<file path="src/rtl/serial_addsub_pkg.sv">
// Shared definitions for the digit-serial adder/subtractor: state encoding,
// mode constants and the signed-overflow rule.
package serial_addsub_pkg;

  localparam logic [1:0] S_IDLE = 2'd0;
  localparam logic [1:0] S_RUN  = 2'd1;
  localparam logic [1:0] S_DONE = 2'd2;

  localparam logic MODE_ADD = 1'b0;
  localparam logic MODE_SUB = 1'b1;

  typedef enum logic [1:0] {
    ST_IDLE = S_IDLE,
    ST_RUN  = S_RUN,
    ST_DONE = S_DONE
  } state_t;

  // Two's-complement overflow from operand signs and result sign.
  function automatic logic calc_ovf(input logic mode, input logic sa,
                                    input logic sb, input logic sr);
    if (mode == MODE_ADD) return (sa == sb) && (sr != sa);
    else                  return (sa != sb) && (sr != sa);
  endfunction

endpackage

</file>
<file path="src/rtl/addsub_digit.sv">
// One DIGIT-bit ripple slice. In add mode the chain is a carry, in subtract
// mode it is a borrow; the sum/difference bit is a^b^chain either way.
module addsub_digit
  import serial_addsub_pkg::*;
#(
  parameter int DIGIT = 4
) (
  input  logic [DIGIT-1:0] a,
  input  logic [DIGIT-1:0] b,
  input  logic             mode,
  input  logic             chain_in,
  output logic [DIGIT-1:0] s,
  output logic             chain_out
);

  // Ripple the chain bit through DIGIT full-adder / full-subtractor cells.
  always_comb begin
    logic c;
    c = chain_in;
    s = '0;
    for (int i = 0; i < DIGIT; i++) begin
      s[i] = a[i] ^ b[i] ^ c;
      if (mode == MODE_ADD) c = (a[i] & b[i]) | (c & (a[i] ^ b[i]));
      else                  c = (~a[i] & b[i]) | (~(a[i] ^ b[i]) & c);
    end
    chain_out = c;
  end

endmodule

</file>
<file path="src/rtl/serial_addsub.sv">
// Digit-serial adder/subtractor: WIDTH/DIGIT cycles per operation through a
// single ripple slice, with valid/ready handshakes on input and output.
//
// Handshake: a transfer happens on a rising edge where valid and ready are
// both high; valid never waits on ready, and payload is only meaningful while
// valid is high. Here in_ready is high only in IDLE and out_valid only in DONE,
// so at most one operation is in flight.
module serial_addsub
  import serial_addsub_pkg::*;
#(
  parameter int WIDTH = 16,
  parameter int DIGIT = 4
) (
  input  logic             clk,
  input  logic             rst_n,
  input  logic             in_valid,
  output logic             in_ready,
  input  logic [WIDTH-1:0] a,
  input  logic [WIDTH-1:0] b,
  input  logic             mode,
  input  logic             cin,
  output logic             out_valid,
  input  logic             out_ready,
  output logic [WIDTH-1:0] result,
  output logic             cout,
  output logic             ovf,
  output logic [1:0]       dbg_state
);

  localparam int NDIG = WIDTH / DIGIT;
  localparam int CW   = $clog2(NDIG + 1);

  state_t           state;
  logic [WIDTH-1:0] op_a;
  logic [WIDTH-1:0] op_b;
  logic [WIDTH-1:0] res;
  logic             chain;
  logic             mode_q;
  logic             sa;
  logic             sb;
  logic             cout_q;
  logic             ovf_q;
  logic [CW-1:0]    cnt;

  logic [DIGIT-1:0] dig_s;
  logic             dig_chain;
  logic [WIDTH-1:0] res_next;
  logic             last;

  addsub_digit #(.DIGIT(DIGIT)) u_digit (
    .a         (op_a[DIGIT-1:0]),
    .b         (op_b[DIGIT-1:0]),
    .mode      (mode_q),
    .chain_in  (chain),
    .s         (dig_s),
    .chain_out (dig_chain)
  );

  // New digit enters at the top; after NDIG shifts the result is aligned.
  generate
    if (DIGIT == WIDTH) begin : g_single
      assign res_next = dig_s;
    end else begin : g_shift
      assign res_next = {dig_s, res[WIDTH-1:DIGIT]};
    end
  endgenerate

  assign last = (cnt == CW'(NDIG - 1));

  // Control FSM plus operand/result shift registers and status capture.
  always_ff @(posedge clk or negedge rst_n) begin
    if (!rst_n) begin
      state  <= ST_IDLE;
      op_a   <= '0;
      op_b   <= '0;
      res    <= '0;
      chain  <= 1'b0;
      mode_q <= 1'b0;
      sa     <= 1'b0;
      sb     <= 1'b0;
      cout_q <= 1'b0;
      ovf_q  <= 1'b0;
      cnt    <= '0;
    end else begin
      case (state)
        ST_IDLE: begin
          if (in_valid) begin
            op_a   <= a;
            op_b   <= b;
            mode_q <= mode;
            chain  <= cin;
            sa     <= a[WIDTH-1];
            sb     <= b[WIDTH-1];
            cnt    <= '0;
            state  <= ST_RUN;
          end
        end
        ST_RUN: begin
          op_a  <= op_a >> DIGIT;
          op_b  <= op_b >> DIGIT;
          res   <= res_next;
          chain <= dig_chain;
          cnt   <= cnt + CW'(1);
          if (last) begin
            // The slice's top bit on the final digit is the result sign.
            cout_q <= dig_chain;
            ovf_q  <= calc_ovf(mode_q, sa, sb, dig_s[DIGIT-1]);
            state  <= ST_DONE;
          end
        end
        ST_DONE: begin
          if (out_ready) state <= ST_IDLE;
        end
        default: state <= ST_IDLE;
      endcase
    end
  end

  assign in_ready  = (state == ST_IDLE);
  assign out_valid = (state == ST_DONE);
  assign result    = res;
  assign cout      = cout_q;
  assign ovf       = ovf_q;
  assign dbg_state = state;

endmodule

</file>
<file path="config.mk">
export PLATFORM = sky130hd
export DESIGN_NAME = serial_addsub
export DESIGN_NICKNAME = d
export VERILOG_FILES = /design/src/rtl/serial_addsub_pkg.sv /design/src/rtl/addsub_digit.sv /design/src/rtl/serial_addsub.sv
export SDC_FILE = /design/constraint.sdc
export NUM_CORES = 1
export LEC_CHECK = 0
export CORE_MARGIN = 5
export CORE_UTILIZATION = 51
export DETAILED_ROUTE_END_ITERATION = 10
export GPL_TIMING_DRIVEN = 0
export PLACE_DENSITY = 0.84
export SYNTH_ARGS = -nofsm -noshare
export SYNTH_HDL_FRONTEND = slang
export SYNTH_SLANG_ARGS = --single-unit
</file>
<file path="constraint.sdc">
create_clock -name clk -period 3.5 [get_ports clk]
set_input_delay 0.35 -clock clk [delete_from_list [all_inputs] [get_ports clk]]
set_output_delay 0.35 -clock clk [all_outputs]
set_load 0.005 [all_outputs]
</file>
==> flow_summary.html, run 1 <==
<table>
<tr><th>Metric</th><th>Value</th></tr>
<tr><th colspan="2">Placed design</th></tr>
<tr><td>Setup slack after placement</td><td>0.361 ns</td></tr>
<tr><td>Estimated wirelength of the detail-placed design</td><td>4850 um</td></tr>
<tr><td>Weighted congestion at the end of routability-driven global placement</td><td>0.788</td></tr>
<tr><td>Port bufs</td><td>59</td></tr>
<tr><td># placed instances</td><td>417</td></tr>
<tr><td>Cell area after placement</td><td>3560 um2</td></tr>
<tr><th colspan="2">Yosys</th></tr>
<tr><td>Cell taking the most area after synthesis</td><td>sky130_fd_sc_hd__dfrtp_1</td></tr>
<tr><td>Number of warnings printed during yosys synthesis</td><td>0</td></tr>
<tr><td>Mean cell area of the mapped netlist</td><td>10.0 um2</td></tr>
<tr><td>Portion of the post-synthesis area used by sequential elements</td><td>51.6%</td></tr>
<tr><td>Register bit count reported by yosys</td><td>59</td></tr>
<tr><td>Number of distinct library cells after synthesis</td><td>28</td></tr>
<tr><td>Synth Net Count</td><td>333</td></tr>
<tr><td>Mapped Cells</td><td>285</td></tr>
<tr><td>Post-synthesis instance area</td><td>2860 um2</td></tr>
<tr><td>Top cells by area in the synthesized netlist</td><td>sky130_fd_sc_hd__dfrtp_1 52%, sky130_fd_sc_hd__nand2_1 7.7%, sky130_fd_sc_hd__a22oi_1 6.3%</td></tr>
<tr><td>Share of the synthesized area in the top cell type</td><td>51.6%</td></tr>
<tr><th colspan="2">STA</th></tr>
<tr><td>Clock period minus worst slack</td><td>3.16 ns</td></tr>
<tr><td>Fmax</td><td>316 MHz</td></tr>
<tr><td>Number of failing setup endpoints in the final timing report</td><td>0</td></tr>
<tr><td>Accumulated negative setup slack</td><td>0 ns</td></tr>
<tr><td>Hold violation count in the final report</td><td>0</td></tr>
<tr><td>Setup ws final</td><td>0.337 ns</td></tr>
<tr><td>RSZ-0062 raised after global routing</td><td>false</td></tr>
<tr><td>Worst clock skew on the final layout</td><td>0.00833 ns</td></tr>
<tr><td>Worst rel slew slack</td><td>57.4%</td></tr>
<tr><td>Period Utilization, post-route</td><td>90.4%</td></tr>
<tr><td>Transition at the pin with the smallest max-transition slack</td><td>0.639 ns</td></tr>
<tr><td>Fin. max-slew vios</td><td>0</td></tr>
<tr><th colspan="2">Clock tree</th></tr>
<tr><td>Quantity of hold-fixing buffers added after cts</td><td>0</td></tr>
<tr><td>Post-CTS setup repair buffer count</td><td>0</td></tr>
<tr><td>Total CTS buffers</td><td>9</td></tr>
<tr><td>Buffer type at the clock tree root</td><td>sky130_fd_sc_hd__clkbuf_8</td></tr>
<tr><td>Clock latency at the later pin of the worst-skew pair</td><td>0.34 ns</td></tr>
<tr><td>Number of sinks on the clock net</td><td>59</td></tr>
<tr><td>Clock slew seen by the registers of the worst setup and hold paths</td><td>0.07 ns</td></tr>
<tr><td>Buffers from clock root to sink, at most</td><td>2</td></tr>
<tr><td>H-Tree Level Count</td><td>3</td></tr>
<tr><td>Number of resized instances in the post-cts repair step</td><td>0</td></tr>
<tr><td>TritonCTS clock tree</td><td>done</td></tr>
<tr><th colspan="2">Global routing</th></tr>
<tr><td>Initial antenna violation count</td><td>0</td></tr>
<tr><td>Maximum number of pins on one net before global-route repair</td><td>34</td></tr>
<tr><td>Global-route wire length before repair</td><td>11200 um</td></tr>
<tr><td>Grt total ovfl</td><td>0</td></tr>
<tr><td>Total global routing track utilization</td><td>20.0%</td></tr>
<tr><td>Number of global-route vias before repair</td><td>2305</td></tr>
<tr><th colspan="2">Worst setup path</th></tr>
<tr><td>Maximum fanout count along the critical path</td><td>3</td></tr>
<tr><td>Arrival time at the worst endpoint</td><td>3.37 ns</td></tr>
<tr><td>Stage delay of the slowest cell on the critical path</td><td>0.51 ns</td></tr>
<tr><td>Sort of element at the start of the critical path</td><td>register</td></tr>
<tr><td>Kind of critical path</td><td>reg2reg</td></tr>
<tr><td>Slowest cell on crit path</td><td>sky130_fd_sc_hd__fa_1</td></tr>
<tr><td>Capturing element type of the critical path</td><td>register</td></tr>
<tr><td>Data required time of the worst path</td><td>3.71 ns</td></tr>
<tr><td>Cell repeated most along the worst path</td><td>sky130_fd_sc_hd__fa_1</td></tr>
<tr><td>Cell-by-cell listing of the critical path</td><td>inv_1, fa_1, mux2i_1, fa_1, mux2_2, fa_1, mux2i_1, fa_1, nor2b_1, mux2i_1, o21ai_0</td></tr>
<tr><th colspan="2">Pwr</th></tr>
<tr><td>Cell internal power dissipation</td><td>2.00 mW</td></tr>
<tr><td>Proportion of power drawn by the clock network</td><td>17.3%</td></tr>
<tr><td>Total chip power</td><td>3.23 mW</td></tr>
<tr><td>Proportion of power drawn by combinational gates</td><td>45.7%</td></tr>
<tr><td>Fraction of power spent switching nets</td><td>38.1%</td></tr>
<tr><td>Largest vdd supply drop</td><td>0.380 mV</td></tr>
<tr><td>Leak pwr</td><td>1.71 nW</td></tr>
<tr><td>Switch Pwr</td><td>1.23 mW</td></tr>
<tr><td>Sequential power share</td><td>37.0%</td></tr>
<tr><td>Total power per unit cell area</td><td>863 nW/um2</td></tr>
<tr><th colspan="2">Layout</th></tr>
<tr><td>Net count of the finished layout</td><td>404</td></tr>
<tr><td>Area overhead of the layout relative to synthesis</td><td>30.5%</td></tr>
<tr><td>Filler-free cell count of the finished design</td><td>432</td></tr>
<tr><td># diodes</td><td>0</td></tr>
<tr><td>Share of cells above drive strength 1</td><td>10.3%</td></tr>
<tr><td>Combined flip-flop and latch cell area</td><td>1480 um2</td></tr>
<tr><td>Area of the multi-input gates</td><td>1200 um2</td></tr>
<tr><td>Fill cell count</td><td>433</td></tr>
<tr><td>Cell area after layout</td><td>3740 um2</td></tr>
<tr><th colspan="2">Drt</th></tr>
<tr><td>Post-detailed-routing wire length</td><td>6670 um</td></tr>
<tr><td>Drt pass-1 iters</td><td>4</td></tr>
<tr><td>Total length of routed met3 wires</td><td>438 um</td></tr>
<tr><td>Uppermost routed layer</td><td>met4</td></tr>
<tr><td>Number of design-rule violations left by the first detailed-router iteration</td><td>200</td></tr>
<tr><td>Post-detailed-route count of antenna-violating nets</td><td>0</td></tr>
<tr><td>M1 WL</td><td>2760 um</td></tr>
<tr><td>Mean number of vias per cell</td><td>5.36</td></tr>
<tr><td>Post-detailed-route wirelength per cell</td><td>15.4 um</td></tr>
<tr><td>Remaining DRCs</td><td>0</td></tr>
<tr><td>Vias</td><td>2314</td></tr>
<tr><td>Met2 Routed Length</td><td>3330 um</td></tr>
<tr><th colspan="2">Run</th></tr>
<tr><td>Max capacitance violation total</td><td>0</td></tr>
<tr><th colspan="2">Floorplanning</th></tr>
<tr><td>Placeable core area</td><td>5470 um2</td></tr>
<tr><td>Die Area</td><td>7210 um2</td></tr>
<tr><td>Initial Util</td><td>52.3%</td></tr>
<tr><td>Count of pins on the block boundary</td><td>60</td></tr>
<tr><td>Vertical die dimension</td><td>84.9 um</td></tr>
<tr><td>Horizontal extent of the die</td><td>84.9 um</td></tr>
<tr><td>Cell Rows</td><td>27</td></tr>
<tr><th colspan="2">Run status</th></tr>
<tr><td>Status</td><td>finished, final reports clean</td></tr>
<tr><th colspan="2">Worst hold path</th></tr>
<tr><td>Class of the tightest hold or removal check</td><td>in2async</td></tr>
</table>
-- metal layers --
| layer | global-route usage, % | up-vias |
|---|---|---|
| met1 | 24.8 | 1115 |
| met4 | 9.21 | 0 |
| li1 | - | 1106 |
| met3 | 4.47 | 14 |
| met5 | 0 | - |
| met2 | 33.2 | 79 |
-- Yosys cell counts --
cell type	number
sky130_fd_sc_hd__clkbuf_1	7
sky130_fd_sc_hd__inv_1	15
sky130_fd_sc_hd__xnor2_1	1
sky130_fd_sc_hd__o21bai_1	1
sky130_fd_sc_hd__nor2b_4	1
sky130_fd_sc_hd__nand3b_1	1
sky130_fd_sc_hd__a22o_1	2
sky130_fd_sc_hd__nand2_1	59
sky130_fd_sc_hd__ha_1	2
sky130_fd_sc_hd__fa_1	8
sky130_fd_sc_hd__a2bb2oi_1	6
sky130_fd_sc_hd__buf_6	4
sky130_fd_sc_hd__mux2i_1	3
sky130_fd_sc_hd__nand3_1	8
sky130_fd_sc_hd__or3b_1	1
sky130_fd_sc_hd__mux2_4	3
sky130_fd_sc_hd__nand2b_1	2
sky130_fd_sc_hd__nor2b_1	15
sky130_fd_sc_hd__a21oi_1	10
sky130_fd_sc_hd__dfrtp_1	59
sky130_fd_sc_hd__mux2_2	2
sky130_fd_sc_hd__nor2_1	2
sky130_fd_sc_hd__o21ai_0	31
sky130_fd_sc_hd__buf_4	2
sky130_fd_sc_hd__o21ai_1	6
sky130_fd_sc_hd__a221o_1	1
sky130_fd_sc_hd__a22oi_1	24
sky130_fd_sc_hd__buf_2	9
-- cells by family (layout without fill, tap and decap cells) --
logic type | count (synthesis) | in the layout | share of synthesized area (%)
AND/OR/NAND/NOR | 89 | 89 | 14.2
AO/OA/AOI/OAI | 81 | 81 | 17.6
flip-flops | 59 | 59 | 51.6
buffers and inverters | 37 | 112 | 6.55
adder cells (fa/ha/maj) | 10 | 10 | 6.47
multiplexers | 8 | 8 | 3.41
XOR/XNOR | 1 | 1 | 0.306
-- power groups by stage --
stage                     Combinational, mW  Clock (mW)  Sequential (mW)
after global routing                   1.65       0.606             1.24
after floorplan                       0.938           0             1.16
final                                  1.47       0.560             1.19
after CTS                              1.49       0.569             1.19
after detailed placement               1.47           0             1.20
after global placement                 1.41           0             1.18
-- metrics by stage --
stage	hold slack [ns]	util (%)
after floorplan	0.0544	-
after global placement	0.456	64.8
after detailed placement	0.406	65.0
after CTS	0.0460	68.3
after global routing	0.0923	68.3
final	0.0378	68.3
-- final timing paths --
kind,startpoint,to,slack (ns),cells after the start
setup reg to reg,chain$_DFFE_PN0P_,ovf$_DFFE_PN0P_,0.34,11
hold reg to reg,result[3]$_DFFE_PN0P_,result[3]$_DFFE_PN0P_,0.47,2
max in group asynchronous,rst_n,op_b[11]$_DFFE_PN0P_,2.87,2
hold / removal,rst_n,op_b[15]$_DFFE_PN0P_,0.04,1
min in group clk,result[3]$_DFFE_PN0P_,result[3]$_DFFE_PN0P_,0.47,2
setup / recovery,chain$_DFFE_PN0P_,ovf$_DFFE_PN0P_,0.34,11
-- registers in the layout, summed over array words and instances (netlist names) --
signal,count
chain,1
mode_q,1
cout,1
cnt,3
op_a,16
ovf,1
dbg_state,2
sb,1
sa,1
result,16
op_b,16
-- cells in the final DEF (no fill, tap or decap) --
cell / n
sky130_fd_sc_hd__clkbuf_1: 8
sky130_fd_sc_hd__o21ai_1: 6
sky130_fd_sc_hd__a2bb2oi_1: 6
sky130_fd_sc_hd__a22oi_1: 24
sky130_fd_sc_hd__nand2b_1: 2
sky130_fd_sc_hd__a22o_1: 2
sky130_fd_sc_hd__inv_1: 15
sky130_fd_sc_hd__or3b_1: 1
sky130_fd_sc_hd__clkbuf_8: 12
sky130_fd_sc_hd__nand3b_1: 1
sky130_fd_sc_hd__nor2b_1: 15
sky130_fd_sc_hd__nor2b_4: 1
sky130_fd_sc_hd__o21bai_1: 1
sky130_fd_sc_hd__fa_1: 8
sky130_fd_sc_hd__mux2_2: 2
sky130_fd_sc_hd__xnor2_1: 1
sky130_fd_sc_hd__nand3_1: 8
sky130_fd_sc_hd__mux2_4: 3
sky130_fd_sc_hd__o21ai_0: 31
sky130_fd_sc_hd__buf_6: 4
sky130_fd_sc_hd__a21oi_1: 10
sky130_fd_sc_hd__dfrtp_1: 59
sky130_fd_sc_hd__clkdlybuf4s50_1: 58
sky130_fd_sc_hd__nand2_1: 59
sky130_fd_sc_hd__ha_1: 2
sky130_fd_sc_hd__buf_4: 2
sky130_fd_sc_hd__nor2_1: 2
sky130_fd_sc_hd__buf_2: 10
sky130_fd_sc_hd__buf_12: 1
sky130_fd_sc_hd__mux2i_1: 3
sky130_fd_sc_hd__clkinv_2: 2
sky130_fd_sc_hd__a221o_1: 1
-- layout make-up --
type	count	area share, %
multi-input cells	189	32.1
clock inverters	2	0.268
clock buffers	13	4.52
plain buffers	22	3.51
repair buffers	60	16.2
flip-flops and latches	59	39.5
inverters	15	1.51
well taps	72	2.41
-- worst max-delay path, delay by kind of cell, from the launching register on --
kind / cells / cell delay, ns
adder cells (fa/ha/maj): 4 / 1.46
flip-flops: 1 / 0.38
AND/OR/NAND/NOR: 1 / 0.16
AO/OA/AOI/OAI: 1 / 0.08
buffers and inverters: 1 / 0.13
multiplexers: 4 / 0.82
No activity file was read; power rests on OpenSTA's default activity.
==> run 2, diff against run 1 <==
--- a/config.mk
+++ b/config.mk
@@ -7,6 +7,7 @@
 export LEC_CHECK = 0
 export CORE_MARGIN = 5
 export CORE_UTILIZATION = 51
+export CTS_CLUSTER_DIAMETER = 100
 export DETAILED_ROUTE_END_ITERATION = 10
 export GPL_TIMING_DRIVEN = 0
 export PLACE_DENSITY = 0.84
==> results of run 2 <==
Final layout, timing and power as in run 1 (identical DEF).
==> run 3, diff against run 2 <==
--- a/config.mk
+++ b/config.mk
@@ -7,7 +7,6 @@
 export LEC_CHECK = 0
 export CORE_MARGIN = 5
 export CORE_UTILIZATION = 51
-export CTS_CLUSTER_DIAMETER = 100
 export DETAILED_ROUTE_END_ITERATION = 10
 export GPL_TIMING_DRIVEN = 0
 export PLACE_DENSITY = 0.84
==> results of run 3 <==
Final layout, timing and power as in run 1 (identical DEF).
==> RTL edit (config.mk and constraints of run 2) <==
Add an input register stage for `mode`, with the module's reset; this delays it by one clock. The other inputs are not delayed to match.
--- a/src/rtl/serial_addsub.sv
+++ b/src/rtl/serial_addsub.sv
@@ -31,2 +31,12 @@
   localparam int CW   = $clog2(NDIG + 1);
+
+  logic mode_r;
+
+  always_ff @(posedge clk or negedge rst_n) begin
+    if (!rst_n) begin
+      mode_r <= '0;
+    end else begin
+      mode_r <= mode;
+    end
+  end
 
@@ -89,3 +99,3 @@
             op_b   <= b;
-            mode_q <= mode;
+            mode_q <= mode_r;
             chain  <= cin;
Behaviour: not the same (a bounded check fails within 4 cycles, from zero or initial values and one cycle with rst_n low).
==> RTL edit against run 2 <==
Maximum frequency is 2.4% lower; final area is 1.9% higher; final cell count is 2.8% higher; count of clock-buffer cells in the layout is 1 lower; setup slack worse by 0.077 ns; highest routed layer unchanged; critical path depth stayed put; largest cell class unchanged; power is 4.3% higher; largest power group unchanged; sequential cell count is 1 higher; area after synthesis is 2.8% higher; global-route usage is 0.85 points higher; routed wire length is 8.3% higher.
==> RTL edit: results (changes against run 2) <==
outcome:
  status: "completed"
synth:
  yosysUniqueCellTypes: 33  # +18%
  synth_nets: 344  # +3.3%
  synthAdderAreaFrac: 0.0629  # -0.00179
  synthTopCellsByArea: "dfrtp_1, nand2_1, a22oi_1, fa_1, o21ai_1"
  synth_edf_count: 0  # unchanged
  synthArstFlopShare: 1.00  # unchanged
  ys_seq_area_frac: 0.510  # -0.00574
  synth_compound_area_frac: 0.160  # -0.0155
  synth_ff_type: "dfrtp_1"
  ys_top_cells_by_count: "nand2_1, dfrtp_1, o21ai_1, a22oi_1, nor2b_1"
  synthXorXnorAreaFrac: 0.00297  # -0.0000844
  syn_area_per_cell_sq_um: 9.95  # -0.98%
  synth.area.mux_share: 0.0276  # -0.00646
clock_network:
  clock_sinks: 60  # +1.7%
  cts_max_level: 3  # unchanged
  cts-root-buf: "clkbuf_8"
route:
  routed-wl-met3_um: 478  # +9.1%
  wl_met1_um: 3060  # +11%
  wl_per_cell_um: 16.3  # +5.4%
  wl_met2_um: 3570  # +7.1%
  num_vias: 2440  # +5.4%
  ant_nets: 0  # unchanged
  drt_first_pass_iters: 4  # unchanged
  via_per_inst: 5.50  # +2.6%
  drtIter0Drc: 167  # -17%
timing:
  slew_headroom: 0.537  # -0.0370
  drv_slew: 0  # unchanged
  fin_skew_ns: 0.0102  # +0.00183 ns
finish:
  signal_buffers: 81  # -1.2%
  drive_gt1_frac: 0.121  # +0.0182
  fin_nets: 415  # +2.7%
  nClkBuffers: 12  # -1
  fillCellCount: 444  # +2.5%
  clock_cell_area_share: 0.0446  # -0.00321
  multi_input_area_share: 0.334  # +0.0129
  multi_input_gates: 204  # +7.9%
  buf_share: 0.193  # -0.00408
  sh_seq_area: 0.394  # -0.000955
  antennaDiodeCount: 0  # unchanged
  nNonClkInverters: 11  # -4
placed_design:
  place_congestion: 0.845  # +7.2%
  dpl.hpwl_um: 5260  # +8.5%
  dp.cells: 428  # +2.6%
  place.port_buffers: 59  # unchanged
global_route:
  gr-usage-met2: 0.348  # +0.0152
  use_met3: 0.0509  # +0.00625
  grt_usage: 0.208  # +0.00847
  grt_max_degree: 32  # -5.9%
  grt_first_pass_wirelength_um: 12000  # +7.3%
  met1_usage: 0.262  # +0.0145
  grt_pass1_vias: 2551  # +11%
worst_hold_path:
  hold_class: "in -> async"
setup_path:
  cp.arrival_ns: 3.47  # +0.10 ns
power_and_ir_drop:
  p_leak_nw: 1.74  # +2.0%
  sw_frac_of_total: 0.401  # +0.0198
  ir_drop_v: 0.000416  # +9.4%
  pg_comb_mw: 1.60  # +9%
==> RTL edit: cell count changes after synthesis, moves of 3 or more <==
| cell | before | now |
|---|---|---|
| nand2_1 | 59 | 81 |
| nand3_1 | 8 | 2 |
| nand3_2 | 0 | 6 |
| inv_1 | 15 | 10 |
| clkbuf_1 | 7 | 4 |
| o21ai_0 | 31 | 1 |
| o21ai_1 | 6 | 28 |
==> RTL edit: stage by stage <==
step                worst slack [ns]  utilization  instance area, sq um  power, mW
floorplan                      0.518            -                  2950       2.21
global placement               0.217        0.651                  3630       2.74
detailed placement             0.256        0.653                  3640       2.83
CTS                            0.243        0.684                  3810       3.38
global route                   0.122        0.684                  3810       3.62
finish                         0.260        0.684                  3810       3.36
==> RTL edit: path summary, 6_finish.rpt <==
check	startpoint	end	slack (ns)	depth (start not counted)
setup / recovery	op_a[0]$_DFFE_PN0P_	ovf$_DFFE_PN0P_	0.26	11
hold / removal	rst_n	result[7]$_DFFE_PN0P_	0.05	1
setup reg to reg	op_a[0]$_DFFE_PN0P_	ovf$_DFFE_PN0P_	0.26	11
hold reg to reg	result[0]$_DFFE_PN0P_	result[0]$_DFFE_PN0P_	0.48	2
max in group asynchronous	rst_n	result[8]$_DFFE_PN0P_	2.83	2
min in group clk	mode	mode_r$_DFF_PN0_	0.44	1
==> RTL edit: worst max-delay path, cell delays in order, from the launching register on <==
cell and delay, ns:
dfrtp_1 0.43, inv_1 0.13, fa_1 0.17, mux2i_1 0.11, fa_1 0.38, mux2_2 0.30, fa_1 0.37, mux2i_1 0.26
fa_1 0.53, nand2b_1 0.11, mux2i_1 0.07, mux2_4 0.27
